[src/rtl/alu_rr_scheduler_if.sv]
// Request-side bus between requesting datapath blocks and the ALU scheduler.
// Per-requester fields are packed side by side, requester i at [i*W +: W].
interface alu_rr_scheduler_if #(
  parameter int NUM_REQ = 4,
  parameter int DATA_W  = 8,
  parameter int OP_W    = 4
);
  logic [NUM_REQ-1:0]        req_valid;
  logic [NUM_REQ-1:0]        req_ready;
  logic [NUM_REQ*DATA_W-1:0] req_a;
  logic [NUM_REQ*DATA_W-1:0] req_b;
  logic [NUM_REQ*OP_W-1:0]   req_op;

  modport master (output req_valid, req_a, req_b, req_op, input req_ready);
  modport slave  (input req_valid, req_a, req_b, req_op, output req_ready);
endinterface

[src/rtl/alu_rr_scheduler.sv]
// Round-robin sharing of one fixed-latency ALU between NUM_REQ requesters;
// an ID tag rides a latency-matched pipe so each result returns to its owner.
module alu_rr_scheduler #(
  parameter int NUM_REQ = 4,
  parameter int DATA_W  = 8,
  parameter int OP_W    = 4,
  parameter int ALU_LAT = 2,
  parameter int CNT_W   = 16
) (
  input  logic                clk,
  input  logic                rst,
  alu_rr_scheduler_if.slave   req_bus,
  input  logic                hold,
  output logic                alu_en,
  output logic [DATA_W-1:0]   alu_a,
  output logic [DATA_W-1:0]   alu_b,
  output logic [OP_W-1:0]     alu_op,
  input  logic [DATA_W-1:0]   alu_result,
  output logic [NUM_REQ-1:0]  resp_valid,
  output logic [DATA_W-1:0]   resp_data,
  output logic                idle,
  output logic [CNT_W-1:0]    ops_done
);

  localparam int ID_W = (NUM_REQ > 1) ? $clog2(NUM_REQ) : 1;

  localparam logic [1:0] S_IDLE   = 2'd0;
  localparam logic [1:0] S_ACTIVE = 2'd1;
  localparam logic [1:0] S_DRAIN  = 2'd2;

  logic [ID_W-1:0]    r_rr_ptr;
  logic [ID_W-1:0]    r_id_p0;
  logic [ID_W-1:0]    w_win;
  logic               w_found;
  logic               w_hs;
  logic               w_inflight;
  logic [ALU_LAT-1:0] r_tag_vld_p1;
  logic [ID_W-1:0]    r_tag_id_p1 [ALU_LAT];
  logic               w_tag_last_vld;
  logic [ID_W-1:0]    w_tag_last_id;
  logic [1:0]         r_state;
  logic [1:0]         w_state_nxt;

  function automatic logic [CNT_W-1:0] sat_inc(input logic [CNT_W-1:0] v);
    return (&v) ? v : v + CNT_W'(1);
  endfunction

  // Arbitration: first valid requester at or after rr_ptr+1, wrapping
  always_comb begin
    w_found = 1'b0;
    w_win   = '0;
    for (int k = 1; k <= NUM_REQ; k++) begin
      int idx;
      idx = (int'(r_rr_ptr) + k) % NUM_REQ;
      if (!w_found && req_bus.req_valid[ID_W'(idx)]) begin
        w_found = 1'b1;
        w_win   = ID_W'(idx);
      end
    end
  end

  assign w_hs              = w_found & ~hold;
  assign req_bus.req_ready = w_hs ? (NUM_REQ'(1) << w_win) : '0;

  // Issue stage (p0): registered operands to the ALU
  always_ff @(posedge clk or posedge rst) begin
    if (rst) begin
      alu_en   <= 1'b0;
      alu_a    <= '0;
      alu_b    <= '0;
      alu_op   <= '0;
      r_id_p0  <= '0;
      r_rr_ptr <= ID_W'(NUM_REQ - 1);
    end else begin
      alu_en <= w_hs;
      if (w_hs) begin
        alu_a    <= req_bus.req_a[w_win*DATA_W +: DATA_W];
        alu_b    <= req_bus.req_b[w_win*DATA_W +: DATA_W];
        alu_op   <= req_bus.req_op[w_win*OP_W +: OP_W];
        r_id_p0  <= w_win;
        r_rr_ptr <= w_win;
      end
    end
  end

  // Tag pipe (p1): tracks which requester owns each op inside the ALU
  always_ff @(posedge clk or posedge rst) begin
    if (rst) begin
      r_tag_vld_p1 <= '0;
      for (int i = 0; i < ALU_LAT; i++) r_tag_id_p1[i] <= '0;
    end else begin
      r_tag_vld_p1[0] <= alu_en;
      r_tag_id_p1[0]  <= r_id_p0;
      for (int i = 1; i < ALU_LAT; i++) begin
        r_tag_vld_p1[i] <= r_tag_vld_p1[i-1];
        r_tag_id_p1[i]  <= r_tag_id_p1[i-1];
      end
    end
  end

  assign w_tag_last_vld = r_tag_vld_p1[ALU_LAT-1];
  assign w_tag_last_id  = r_tag_id_p1[ALU_LAT-1];

  // Response stage (p2): ops_done moves in the same cycle as resp_valid
  always_ff @(posedge clk or posedge rst) begin
    if (rst) begin
      resp_valid <= '0;
      resp_data  <= '0;
      ops_done   <= '0;
    end else begin
      resp_valid <= w_tag_last_vld ? (NUM_REQ'(1) << w_tag_last_id) : '0;
      if (w_tag_last_vld) begin
        resp_data <= alu_result;
        ops_done  <= sat_inc(ops_done);
      end
    end
  end

  assign w_inflight = alu_en | (|r_tag_vld_p1);

  always_comb begin
    w_state_nxt = r_state;
    case (r_state)
      S_IDLE:   if (w_hs) w_state_nxt = S_ACTIVE;
      S_ACTIVE: begin
        if (hold && w_inflight)      w_state_nxt = S_DRAIN;
        else if (!w_inflight && !w_hs) w_state_nxt = S_IDLE;
      end
      S_DRAIN: begin
        if (!w_inflight) w_state_nxt = S_IDLE;
        else if (!hold)  w_state_nxt = S_ACTIVE;
      end
      default:  w_state_nxt = S_IDLE;
    endcase
  end

  always_ff @(posedge clk or posedge rst) begin
    if (rst) r_state <= S_IDLE;
    else     r_state <= w_state_nxt;
  end

  assign idle = (r_state == S_IDLE) & ~w_inflight;

endmodule

[src/flat_wrapper.sv]
// flat-port wrapper written by rule: the top's interface ports become plain ports
module alu_rr_scheduler_flat 
#(
  parameter int NUM_REQ = 4,
  parameter int DATA_W  = 8,
  parameter int OP_W    = 4,
  parameter int ALU_LAT = 2,
  parameter int CNT_W   = 16
)
  (clk, rst, hold, alu_en, alu_a, alu_b, alu_op, alu_result, resp_valid, resp_data, idle, ops_done, req_bus_req_valid, req_bus_req_a, req_bus_req_b, req_bus_req_op, req_bus_req_ready);
  alu_rr_scheduler_if #(.NUM_REQ(NUM_REQ), .DATA_W(DATA_W), .OP_W(OP_W)) req_bus_i ();
  input  logic clk;
  input  logic rst;
  input  logic hold;
  output logic alu_en;
  output logic [DATA_W-1:0] alu_a;
  output logic [DATA_W-1:0] alu_b;
  output logic [OP_W-1:0] alu_op;
  input  logic [DATA_W-1:0] alu_result;
  output logic [NUM_REQ-1:0] resp_valid;
  output logic [DATA_W-1:0] resp_data;
  output logic idle;
  output logic [CNT_W-1:0] ops_done;
  input wire logic [$bits(req_bus_i.req_valid)-1:0] req_bus_req_valid;
  input wire logic [$bits(req_bus_i.req_a)-1:0] req_bus_req_a;
  input wire logic [$bits(req_bus_i.req_b)-1:0] req_bus_req_b;
  input wire logic [$bits(req_bus_i.req_op)-1:0] req_bus_req_op;
  output wire logic [$bits(req_bus_i.req_ready)-1:0] req_bus_req_ready;
  assign req_bus_i.req_valid = req_bus_req_valid;
  assign req_bus_i.req_a = req_bus_req_a;
  assign req_bus_i.req_b = req_bus_req_b;
  assign req_bus_i.req_op = req_bus_req_op;
  assign req_bus_req_ready = req_bus_i.req_ready;
  alu_rr_scheduler #(.NUM_REQ(NUM_REQ), .DATA_W(DATA_W), .OP_W(OP_W), .ALU_LAT(ALU_LAT), .CNT_W(CNT_W)) u_core (.clk(clk), .rst(rst), .req_bus(req_bus_i), .hold(hold), .alu_en(alu_en), .alu_a(alu_a), .alu_b(alu_b), .alu_op(alu_op), .alu_result(alu_result), .resp_valid(resp_valid), .resp_data(resp_data), .idle(idle), .ops_done(ops_done));
endmodule
[config.mk]
export PLATFORM = sky130hd
export DESIGN_NAME = alu_rr_scheduler_flat
export DESIGN_NICKNAME = d
export VERILOG_FILES = /design/src/rtl/alu_rr_scheduler_if.sv /design/src/rtl/alu_rr_scheduler.sv /design/src/flat_wrapper.sv
export SDC_FILE = /design/constraint.sdc
export NUM_CORES = 1
export LEC_CHECK = 0
export ABC_AREA = 1
export CAP_MARGIN = 25
export CORE_ASPECT_RATIO = 1.1
export CORE_UTILIZATION = 39
export DETAILED_ROUTE_END_ITERATION = 12
export PLACE_DENSITY = 0.81
export SKIP_LAST_GASP = 1
export SLEW_MARGIN = 25
export SYNTH_ARGS = -nofsm -noshare
export SYNTH_HDL_FRONTEND = slang
export SYNTH_SLANG_ARGS = --single-unit
[constraint.sdc]
create_clock -name clk -period 2.25 [get_ports clk]
set_clock_uncertainty 0.2 [all_clocks]
set_input_delay 0.225 -clock clk [delete_from_list [all_inputs] [get_ports clk]]
set_output_delay 0.225 -clock clk [all_outputs]
set_load 0.05 [all_outputs]
==> impl_metrics.yaml <==
clock_tree:
  worstSkewPairLatency_ps: 330
  hold_buffers: 0
  ctsLongestPathBuffers: 2
  cts_root_buffer: "clkbuf_8"
  cts.htree.levels: 3
  cts_sinks: 61
  cts_made_buffers: 9
  clk_pin_slew_ps: 70
  cts_tree: "yes"
die:
  coreArea_mm2: 0.00854
  io_pins: 149
  die_h_um: 102
  start_util_pct: 41.1
  die_x_um: 92.5
  dieArea_mm2: 0.00939
  fp-row-count: 35
timing:
  layout_setup_ws_ps: -528
  hold_violations: 0
  setup_viol: 30
  period_share_pct: 123
  finalCriticalPeriod_ps: 2780
  tightest_slew_ps: 566
  fmaxAchievable_ghz: 0.360
  final_max_slew_viol_count: 0
  tns_ps: -9080
  slew_headroom_pct: 62.2
  grt_setup_unrepaired: "yes"
  whs_ps: 85.9
synth:
  yosys_warnings: 0
  ys_ff_latch: 61
  synth.distinct_cells: 28
  synthTopCellsByArea: "dfrtp_1 (42%), nand2_1 (29%), nand3_1 (7.3%), buf_2 (2.0%), xnor2_1 (2.0%)"
  postSynthCellCount: 498
  synth_top_area_share_pct: 42.1
  synthFlopType: "dfrtp_1"
  syn_area_per_cell_um2: 7.05
  synth_edf_count: 0
  synthesis.area_mm2: 0.00351
  yosysMostFrequentCell: "nand2_1"
  ys_seq_area_share_pct: 43.5
  synth_nets: 594
  synth_top_area_cell: "dfrtp_1"
  synthArstFlopShare_pct: 100
  ys_top_cells_by_count: "nand2_1 (275), dfrtp_1 (59), nand3_1 (51)"
power_and_ir_drop:
  p_leak_uw: 0.00310
  power_density_mw_per_mm2: 1820
  ir_worst_vdd_uv: 1190
route:
  firstDrtPassIters: 5
  routed_wl_um: 11800
  drc: 0
  vias_per_cell: 4.93
  vias: 3994
  wl_per_cell_um: 14.6
  drt_iter0_drc: 197
  drtAntennaViolNets: 0
critical_path:
  cp.arrival_ps: 2350
  critical_path_class: "reg -> out"
  startpoint_type: "register"
  ff2ff_setup_slack_ps: -350
  cp-end-kind: "primary output"
  crit_path_max_fanout: 6
  critical_path_required_ps: 1820
layout:
  diodes: 0
  finalCoreUtilization_pct: 72.3
  final_net_count: 790
  final_cell_area_mm2: 0.00617
  drive_gt1_share_pct: 19.5
  syn_to_final_growth_pct: 75.9
placed_design:
  dp_hpwl_um: 7840
  gp_congestion: 0.871
  place_ws_ps: -224
  io_buffer_count: 148
  place_area_mm2: 0.00539
grt:
  grt_max_degree: 62
  grt_pass1_wl_um: 18600
  grt.met3_usage_pct: 4.35
  grt_pass1_vias: 3990
  grtUsageMet1_pct: 31.4
  track_usage_pct: 25.4
  globalRoute.totalOverflow: 0
  met2_usage_pct: 45.1
  antenna_found_initial: 0
  busiest_layer: "met2"
run_status:
  violations: "setup timing"
  status: "complete, but fails checks"
worst_hold_path:
  hold_class: "in -> async"
job:
  drv_cap: 0
## critical path: stages, from the launching register on
cell and delay [ps]:
dfstp_2 560, buf_12 130, inv_8 50, nand2_4 70, nand2_4 50, buf_4 130
buf_4 120, buf_4 120, nand3_1 90, nand4_1 140, nand2_2 150, inv_4 80
nor3_4 170, buf_12 170
## final timing paths
kind                                             from  cells past startpoint                      end
min in group clk                u_core.r_tag_id_p1[3]                      0  u_core.w_tag_last_id[1]
worst max-delay path               u_core.r_rr_ptr[0]                     13     req_bus_req_ready[0]
worst max register to register     u_core.r_rr_ptr[0]                     20          u_core.alu_b[1]
worst min-delay path                              rst                      3        u_core.r_state[0]
worst min register to register  u_core.r_tag_id_p1[3]                      0  u_core.w_tag_last_id[1]
max in group asynchronous                         rst                      3       u_core.r_rr_ptr[0]
## through the flow
stage,total power (uW),instances
2_1_floorplan,6570,498
3_3_place_gp,8510,763
3_5_place_dp,8660,763
4_1_cts,10900,803
5_1_grt,12000,810
6_report,11300,810
## placed cells by master (no fill, tap or decap), types with 2 or more instances in the layout
| cell type | n |
|---|---|
| nand2_1 | 259 |
| clkdlybuf4s50_1 | 143 |
| dfrtp_1 | 58 |
| nand3_1 | 41 |
| buf_4 | 41 |
| inv_1 | 16 |
| nand2_2 | 14 |
| clkbuf_8 | 12 |
| buf_12 | 11 |
| nand3_2 | 10 |
| nor2_1 | 10 |
| nor3_1 | 8 |
| xnor2_1 | 8 |
| nand2_4 | 7 |
| xor2_1 | 6 |
| nand4_1 | 5 |
| o21ai_2 | 4 |
| buf_16 | 4 |
| inv_2 | 3 |
| nor2_4 | 3 |
| bufinv_16 | 3 |
| buf_6 | 3 |
| nand3b_1 | 2 |
| nand3_4 | 2 |
| inv_4 | 2 |
| nand2_8 | 2 |
| o21ai_0 | 2 |
| bufbuf_16 | 2 |
| buf_8 | 2 |
| dfstp_2 | 2 |
## routing by layer
layer | part of all wire [%] | wire (um)
met5 | 0 | 0
met2 | 50 | 5880
met3 | 6.1 | 718
met1 | 42 | 4980
met4 | 2.1 | 248
## logic make-up after synthesis
family          after synthesis  share of synthesized area (%)
compound gates               10                           1.67
buf+inv                      45                           6.52
fa+ha+maj                     1                          0.356
flops                        61                           43.5
xor+xnor                     14                           3.49
simple gates                367                           44.4
## state kept, by name, summed over array words and instances (netlist names), 4 cells and up
signal	count
u_core.alu_op	4
u_core.alu_b	8
u_core.resp_valid	4
u_core.alu_a	8
u_core.resp_data	8
u_core.ops_done	16
## area by class of cell
type	count	area (um^2)
fill	642	2360
sequential	61	1530
tap	111	139
clock inverter	3	90.1
inverter	22	97.6
multi-input combinational	392	1940
clock buffer	13	169
timing repair inverter	1	6.26
timing repair buffer	207	2200
## power breakdown
group | total, uW | internal [uW] | switching [uW]
Combinational | 8220 | 3420 | 4800
Clock | 1250 | 828 | 424
Sequential | 1790 | 1510 | 283
## timing repair
action / 4_1_cts / 5_1_grt
setup endpoints to repair: 27 / 31
gates cloned: 7 / 0
resized for setup: 35 / 17
pin swaps: 21 / 19
setup buffers: 19 / 8
Note: power is estimated with default switching activity, not from simulation.
